### src/rtl/bird_motion_ctrl.sv
// bird_motion_ctrl: flappy-bird game FSM with per-frame vertical physics and pipe score
module bird_motion_ctrl #(
  parameter int Y_WIDTH     = 9,
  parameter int Y_MAX       = 400,
  parameter int Y_START     = 200,
  parameter int VEL_WIDTH   = 6,
  parameter int FLAP_VEL    = 8,
  parameter int GRAVITY     = 1,
  parameter int VEL_MAX     = 12,
  parameter int HOLD_TICKS  = 60,
  parameter int SCORE_WIDTH = 8
) (
  input  logic                   clk,
  input  logic                   reset,
  input  logic                   press_key,
  input  logic                   touched,
  input  logic                   frame_tick,
  input  logic                   pipe_pass,
  output logic [2:0]             state,
  output logic [Y_WIDTH-1:0]     bird_y,
  output logic [VEL_WIDTH-1:0]   bird_vel,
  output logic [SCORE_WIDTH-1:0] score,
  output logic                   playing,
  output logic                   game_over
);
  typedef enum logic [2:0] {READY = 3'd0, START = 3'd1, RISING = 3'd2, FALLING = 3'd3, STOP = 3'd4} state_t;
  localparam int HW = $clog2(HOLD_TICKS + 2);
  localparam logic [Y_WIDTH-1:0] YS = Y_WIDTH'(Y_START);
  localparam logic [Y_WIDTH-1:0] YM = Y_WIDTH'(Y_MAX);
  localparam logic signed [Y_WIDTH+1:0] Y_TOP = (Y_WIDTH+2)'(Y_MAX);
  localparam logic [VEL_WIDTH-1:0] VF = VEL_WIDTH'(FLAP_VEL);
  localparam logic signed [VEL_WIDTH:0] V_FLAP = (VEL_WIDTH+1)'(FLAP_VEL);
  localparam logic signed [VEL_WIDTH:0] V_GRAV = (VEL_WIDTH+1)'(GRAVITY);
  localparam logic signed [VEL_WIDTH:0] V_MIN = (VEL_WIDTH+1)'(-VEL_MAX);
  localparam logic [HW-1:0] HT = HW'(HOLD_TICKS);
  state_t st, st_n;
  logic press_q, pend, pend_n, flap, play, y_le0, y_top;
  logic [Y_WIDTH-1:0] y_nx;
  logic [VEL_WIDTH-1:0] v_nx;
  logic [SCORE_WIDTH-1:0] sc_nx;
  logic [HW-1:0] hold, h_nx;
  logic signed [Y_WIDTH+1:0] y_sum, vel_x;
  logic signed [VEL_WIDTH:0] vel_w, v_dec, v_ph;
  assign state = st;
  assign flap = press_key & ~press_q;
  assign play = st == RISING || st == FALLING;
  assign vel_x = (Y_WIDTH+2)'($signed(bird_vel));
  assign y_sum = $signed({2'b00, bird_y}) + vel_x;
  assign y_le0 = y_sum[Y_WIDTH+1] | ~|y_sum;
  assign y_top = y_sum >= Y_TOP;
  assign vel_w = (VEL_WIDTH+1)'($signed(bird_vel));
  assign v_dec = vel_w - V_GRAV;
  assign v_ph = pend ? V_FLAP : (v_dec < V_MIN ? V_MIN : v_dec);
  always_comb begin
    st_n = st;
    y_nx = bird_y;
    v_nx = bird_vel;
    sc_nx = score;
    h_nx = hold;
    pend_n = (flap & play) ? 1'b1 : (frame_tick ? 1'b0 : pend);
    case (st)
      READY: if (flap) begin
        st_n = START;
        v_nx = VF;
        sc_nx = '0;
        pend_n = 1'b0;
      end
      START: st_n = RISING;
      RISING, FALLING: begin
        if (pipe_pass & ~touched & ~&score) sc_nx = score + SCORE_WIDTH'(1);
        if (touched) begin
          st_n = STOP;
          h_nx = HT;
        end else if (frame_tick) begin
          if (y_le0) begin
            y_nx = '0;
            v_nx = '0;
            st_n = STOP;
            h_nx = HT;
          end else begin
            y_nx = y_top ? YM : y_sum[Y_WIDTH-1:0];
            v_nx = (y_top & ~v_ph[VEL_WIDTH]) ? '0 : v_ph[VEL_WIDTH-1:0];
            st_n = (~v_nx[VEL_WIDTH-1] & |v_nx) ? RISING : FALLING;
          end
        end
      end
      STOP: if (frame_tick) begin
        if (hold == '0) begin
          st_n = READY;
          y_nx = YS;
          v_nx = '0;
        end else h_nx = hold - HW'(1);
      end
      default: begin
        st_n = READY;
        y_nx = YS;
        v_nx = '0;
      end
    endcase
  end
  always_ff @(posedge clk) begin
    if (reset) begin
      st <= READY;
      bird_y <= YS;
      bird_vel <= '0;
      score <= '0;
      hold <= '0;
      pend <= 1'b0;
      press_q <= 1'b0;
      playing <= 1'b0;
      game_over <= 1'b0;
    end else begin
      st <= st_n;
      bird_y <= y_nx;
      bird_vel <= v_nx;
      score <= sc_nx;
      hold <= h_nx;
      pend <= pend_n;
      press_q <= press_key;
      playing <= st_n == RISING || st_n == FALLING;
      game_over <= st_n == STOP;
    end
  end
endmodule

### config.mk
export PLATFORM = sky130hd
export DESIGN_NAME = bird_motion_ctrl
export DESIGN_NICKNAME = d
export VERILOG_FILES = /design/src/rtl/bird_motion_ctrl.sv
export SDC_FILE = /design/constraint.sdc
export NUM_CORES = 1
export LEC_CHECK = 0
export ABC_AREA = 1
export ABC_CLOCK_PERIOD_IN_PS = 7200
export CAP_MARGIN = 10
export CORE_MARGIN = 2
export CORE_UTILIZATION = 35
export DETAILED_ROUTE_END_ITERATION = 8
export PLACE_DENSITY = 0.66
export SYNTH_ARGS = -nofsm -noshare
export SYNTH_HDL_FRONTEND = slang
export SYNTH_SLANG_ARGS = --single-unit
### constraint.sdc
create_clock -name clk -period 7.2 [get_ports clk]
set_clock_uncertainty 0.2 [all_clocks]
set_input_delay 1.08 -clock clk [delete_from_list [all_inputs] [get_ports clk]]
set_output_delay 1.08 -clock clk [all_outputs]
set_load 0.01 [all_outputs]
==> impl_metrics.csv, run 1 <==
group,metric,value,unit
cells_and_area,fin_area,0.00307,mm^2
yosys,synth.area.mux_share,0,%
pwr,p_leak,1.38,nW
drt,vias,2423,
die,num_rows,31,
yosys,ys.flop_type,"dfxtp_1",
grt,grt_pass1_vias,2212,
yosys,synthTopCellsByCount,"nand2_1 (82), inv_1 (56), nor2_1 (48)",
die,io_pins,34,
drt,first_pass_iters,4,
sta,setup_slack,4.16,ns
yosys,yosys.area.top_type_share,28.5,%
cells_and_area,fin_nets,436,
placed_design,dpl.cell_count,506,
placed_design,place_area,0.00298,mm^2
yosys,synthMostInstantiatedCell,"nand2_1",
yosys,syn_avg_cell_area,6.73,um^2
clocking,post-cts-setup-buffers,0,
cells_and_area,fin_cells,514,
yosys,syn-num-nets,398,
cells_and_area,drive_gt1_share,11.1,%
yosys,netlist_area,0.00253,mm^2
status,status,"completed",
clocking,cts_buffers,5,
drt,wl_per_cell,11.1,um
worst_setup_path,crit_arrival,3.01,ns
placed_design,place_ws,3.83,ns
placed_design,dp_hpwl,4.50,mm
die,core,0.00714,mm^2
drt,drc_errors,0,
worst_setup_path,cp.required,7.18,ns
die,initial_core_util,35.5,%
grt,grt_pass1_wl,9.65,mm
yosys,synthAdderAreaFrac,8.21,%
sta,period_share,42.2,%
die,die-area,0.00793,mm^2
clocking,clock-sinks,36,
clocking,cts_resized,0,
sta,slew_headroom,33.8,%
drt,antenna_left,0,
yosys,yosysTopAreaCell,"dfxtp_1",
worst_setup_path,cp_max_fo,23,
yosys,yosysWarnings,0,
sta,setup_viol,0,
sta,final.setup.tns,0,ns
placed_design,portBuffers,33,
grt,gr-usage-all-layers,15.2,%
drt,routed_via_density,4.71,
yosys,synth-simple-area-share,37.4,%
sta,worstMarginPinSlew,0.990,ns
pwr,ir_drop,107,uV
yosys,synth.area.top_cells,"dfxtp_1 (28%), nand2_1 (12%), inv_1 (8.3%)",
cells_and_area,antenna_cells,0,
sta,rsz0062_at_grt,"no",
pwr,power_density,194,mW/mm^2
die,fp.dieW,89.0,um
yosys,synth_top_family_by_area,"simple AND/OR/NAND/NOR gates",
yosys,synthXorXnorAreaFrac,3.51,%
placed_design,gp_congestion,0.844,
sta,max_freq,329,MHz
hold_path,min_path_type,"flop to flop",
clocking,cts_tree,"built",
yosys,synth.distinct_cells,39,
run,cap_violations,0,
die,die_h,89.0,um
drt,routed_wl,5.71,mm
sta,slew_viol_final,0,
worst_setup_path,end_kind,"flop",
grt,grt_overflow_total,0,
sta,report.final.hold_viol_count,0,
yosys,synth-edff-count,0,
cells_and_area,final_util,43.0,%
grt,grt_antenna_before_repair,0,
yosys,synth_compound_area_share,13.2,%
yosys,synth_cells,376,
clocking,cts_max_path_buffers,2,
grt,grt_max_degree,24,
clocking,clkLatencyLatePin,0.29,ns
sta,layout_min_cycle_time,3.04,ns
clocking,cts.clk_slew.worst_paths,0.07,ns
yosys,ys_seq_area_share,28.5,%
yosys,synth-seq-cells,36,
clocking,root_buffer,"clkbuf_8",
clocking,hold_buffers,0,
worst_setup_path,worstSetupPathType,"input port to flop",
yosys,async_reset_ff_share,0,%
drt,drtIter0Drc,87,
cells_and_area,synthToLayoutAreaGrowth,21.2,%
worst_setup_path,critPathLaunchType,"input port",
clocking,htree_levels,2,
## per-stage QoR
| step | hold slack, ns | power (mW) |
|---|---|---|
| finish | 0.290 | 0.594 |
| global route | 0.310 | 0.642 |
| CTS | 0.291 | 0.600 |
| detailed placement | 0.279 | 0.450 |
| global placement | 0.274 | 0.448 |
| floorplan | 0.253 | 0.395 |
## sequential cells by signal (all words and copies together) (netlist names)
name	count
bird_y	9
state	3
bird_vel	6
pend	1
game_over	1
hold	6
playing	1
score	8
press_q	1
## final timing paths
check / startpoint / end / slack [ns] / cells after the start
setup reg to reg: bird_vel[0] / game_over / 4.46 / 16
hold / removal: hold[0] / hold[0] / 0.29 / 2
hold reg to reg: hold[0] / hold[0] / 0.29 / 2
setup / recovery: reset / score[5] / 4.16 / 5
## report_power, final
group	internal, mW	switching [mW]
combinational	0.0868	0.134
clock	0.0780	0.0689
sequential	0.211	0.0149
total	0.376	0.218
## worst max-delay path, cell delays in order
cell,delay (ns)
clkdlybuf4s50_1,1.12
inv_1,0.27
nand2_1,0.32
o21bai_1,0.16
a21oi_1,0.05
## cells in the final DEF (no fill, tap or decap), drive strengths merged
master / instances
o31ai: 1
o21ai: 9
nor2: 54
nor3: 9
dfxtp: 36
or2: 5
nand3: 33
nand3b: 2
o2111ai: 1
a21oi: 23
clkinv: 1
fa: 1
o21bai: 2
a22oi: 5
o22ai: 3
xnor2: 3
ha: 15
a31oi: 7
inv: 59
clkdlybuf4s50: 33
clkbuf: 8
nand2: 95
nand4: 4
nor3b: 1
xor2: 5
## layer usage
metal | vias to the layer above | wire (um) | GRT usage, %
met1 | 1078 | 2880 | 20.9
met4 | 0 | 81 | 4.61
met5 | - | 0 | 0
met3 | 8 | 192 | 2.68
met2 | 44 | 2560 | 24.3
li1 | 1293 | - | -
## logic make-up after synthesis
| family | count (synthesis) |
|---|---|
| xor gates and xnor gates | 8 |
| buffers and inverters | 62 |
| DFF | 36 |
| AOI/OAI and AO/OA | 51 |
| and+or+nand+nor | 203 |
| adders and majority gates | 16 |
## layout make-up
cell class | count | area (um^2)
Clock buffer | 8 | 90.1
Fill cell | 755 | 4070
Multi-Input combinational cell | 278 | 1580
Timing Repair Buffer | 33 | 330
Tap cell | 99 | 124
Sequential cell | 36 | 721
Inverter | 60 | 225
Note: power is estimated with default switching activity, not from simulation.
==> run 2: changes to the inputs <==
ABC_CLOCK_PERIOD_IN_PS = 2610   (was 7200)
PLACE_DENSITY = 0.68   (was 0.66)
clock period = 2.61 ns   (was 7.2 ns; I/O delays follow)
==> run 2 against run 1 <==
Compared with the run above: non-clock buffer count increased by 12; via count up 5.0%; sequential share of layout area down 1.9 points; power rose to 3.1 times the previous value; hold slack lost 0.0048 ns; routed wire length up 15%; clock power rose to 3.4 times the previous value; combinational power grew to 3.3 times the previous value.
==> impl_metrics.csv, run 2 (same netlist as run 1, synthesis figures left out) <==
group,metric,value,unit
worst_setup_path,r2r_end,"hold[1]",
placed_design,portBuffers,33,
worst_setup_path,crit_arrival,2.51,ns
hold_path,min_from,"hold[5]",
cells_and_area,fin_cells,528,
grt,grtUsageMet2,28.2,%
grt,grt_pass1_wl,10.7,mm
cells_and_area,multi_input_area,0.00179,mm^2
clocking,root_buffer,"clkbuf_8",
clocking,clkLatencyLatePin,0.29,ns
worst_setup_path,worstSetupPathType,"flop to flop",
worst_setup_path,crit_path_frequent_cell,"nand2_2",
worst_setup_path,slowest_delay,0.41,ns
grt,grt_pass1_vias,2432,
clocking,hold_buffers,0,
pwr,power_density,547,mW/mm^2
clocking,cts_buffers,5,
cells_and_area,top_regs,"bird_y: 9 flops, score: 8 flops",
grt,globalRoute.busiestLayer,"met2",
sta,layout_min_cycle_time,2.53,ns
grt,grt_antenna_before_repair,0,
die,num_rows,31,
worst_setup_path,reg2reg_slack,0.08,ns
drt,routed_via_density,4.82,
sta,slew_headroom,72.6,%
grt,grt.met3_usage,3.23,%
clocking,cts_max_path_buffers,2,
cells_and_area,largest_reg_flops,9,
status,status,"completed",
clocking,clock-sinks,36,
die,initial_core_util,35.5,%
cells_and_area,drive_gt1_share,24.0,%
sta,max_freq,395,MHz
cells_and_area,synthToLayoutAreaGrowth,34.5,%
die,core,0.00714,mm^2
drt,drc_errors,0,
worst_setup_path,r2r.worst_path.cells,16,
die,die_h,89.0,um
grt,grt_use_met1,21.9,%
sta,period_share,97.0,%
placed_design,gp_congestion,0.962,
run,cap_violations,0,
placed_design,dpl.cell_count,515,
cells_and_area,layout_common_cells,"nand2_1 (73), inv_1 (52), nor2_1 (47), clkdlybuf4s50_1 (33), dfxtp_1 (29)",
hold_path,min_path_type,"flop to flop",
pwr,p_total,1.86,mW
cells_and_area,layout_commonest_cell,"nand2_1",
die,io_pins,34,
grt,gr-usage-all-layers,16.7,%
sta,report.final.hold_viol_count,0,
hold_path,min_path_cells,2,
clocking,htree_levels,2,
cells_and_area,antenna_cells,0,
worst_setup_path,end_kind,"flop",
drt,drtIter0Drc,133,
sta,setup_viol,0,
clocking,cts.clk_slew.worst_paths,0.08,ns
clocking,cts_tree,"built",
worst_setup_path,cp.required,2.59,ns
grt,grt_max_degree,23,
sta,slew_viol_final,0,
pwr,p_leak,1.47,nW
pwr,ir_drop,342,uV
sta,worstMarginPinSlew,0.408,ns
cells_and_area,largest_register,"bird_y",
sta,rsz0062_at_grt,"yes",
worst_setup_path,path_cells,"ha_4 -> fa_2 -> nand2_2 -> nand2_2 -> nand3_2 -> nand2_2 -> nand2_2 -> nand2_4 -> xor2_4 -> nand2_2 -> nand2_4 -> nand3_4 -> nand2_8 -> nand2_2 -> o21ai_2 -> nor2_2",
sta,fin_hold_ws,0.285,ns
die,die-area,0.00793,mm^2
sta,setup_slack,0.0777,ns
placed_design,dp_hpwl,4.75,mm
drt,routed_wl,6.54,mm
cells_and_area,seq_area,734,um^2
worst_setup_path,cpMaxStageDelayCell,"fa_2",
worst_setup_path,rr_startpoint,"bird_vel[0]",
grt,grt_overflow_total,0,
cells_and_area,fin_nets,450,
hold_path,min_to,"hold[5]",
cells_and_area,nFillCells,729,
worst_setup_path,cp_max_fo,7,
drt,antenna_left,0,
worst_setup_path,critPathLaunchType,"flop",
drt,wl_per_cell,12.4,um
placed_design,place_ws,-0.0540,ns
drt,vias,2544,
drt,first_pass_iters,4,
die,fp.dieW,89.0,um
cells_and_area,final_util,47.7,%
## run 2: cell types whose count changed in the layout (fill, tap and decap cells not counted), moves of 5 or more
| cell | previous run | this run |
|---|---|---|
| dfxtp_1 | 36 | 29 |
| nand2_2 | 12 | 18 |
| ha_1 | 15 | 9 |
| nand2_1 | 82 | 73 |
| nand3_2 | 2 | 7 |
| buf_4 | 0 | 11 |
| dfxtp_2 | 0 | 5 |
## run 2: worst max-delay path: cells and delay by family (launching register included)
kind / cells / cell delay [ns]
AND/OR/NAND/NOR: 12 / 1.02
adder cells (fa/ha/maj): 2 / 0.57
flip-flops: 1 / 0.37
XOR/XNOR: 1 / 0.21
AO/OA/AOI/OAI: 1 / 0.06
## run 2: stage by stage
| stage | TNS [ns] | cell area [um^2] |
|---|---|---|
| 2_1_floorplan | 0 | 2530 |
| 3_3_place_gp | 0 | 3050 |
| 3_5_place_dp | -0.260 | 3050 |
| 4_1_cts | 0 | 3170 |
| 5_1_grt | -0.467 | 3400 |
| 6_report | 0 | 3400 |
## run 2: how the worst max path moves through the flow
stage | from | endpoint | cells after the start
after floorplan | bird_y[0] | hold[1] | 16
after global placement | bird_vel[0] | bird_vel[2] | 16
after detailed placement | bird_vel[0] | hold[1] | 18
after CTS | bird_vel[0] | hold[1] | 18
after global routing | bird_vel[0] | hold[1] | 16
final | bird_vel[0] | hold[1] | 16
## run 2: timing repair
action | CTS | global route
setup endpoints to repair | 24 | 26
pin swaps | 1 | 20
gates resized for setup | 4 | 50
cloned | 0 | 2
buffers inserted | 0 | 3
## run 2: layout make-up
type | count | share of cell area [%]
Clock buffer | 6 | 2.13
Clock inverter | 2 | 1.03
Inverter | 60 | 6.69
Multi-Input combinational cell | 280 | 52.5
Sequential cell | 36 | 21.6
Tap cell | 99 | 3.64
Timing Repair Buffer | 45 | 12.5
## run 2: routing by layer
layer	vias to the layer above	routed length, um
li1	1321	-
met4	0	57
met1	1175	3030
met5	-	0
met3	7	229
met2	41	3220
## run 2: power by group
part / switching (mW) / total, mW / internal, mW
Clock: 0.213 / 0.497 / 0.284
Combinational: 0.446 / 0.739 / 0.292
Sequential: 0.0414 / 0.625 / 0.584
Total: 0.701 / 1.86 / 1.16
==> run 3: changes to the inputs <==
ABC_CLOCK_PERIOD_IN_PS = not set   (was 2610)
==> results of run 3 <==
The final DEF is identical to that of run 2; final timing and power are the same.
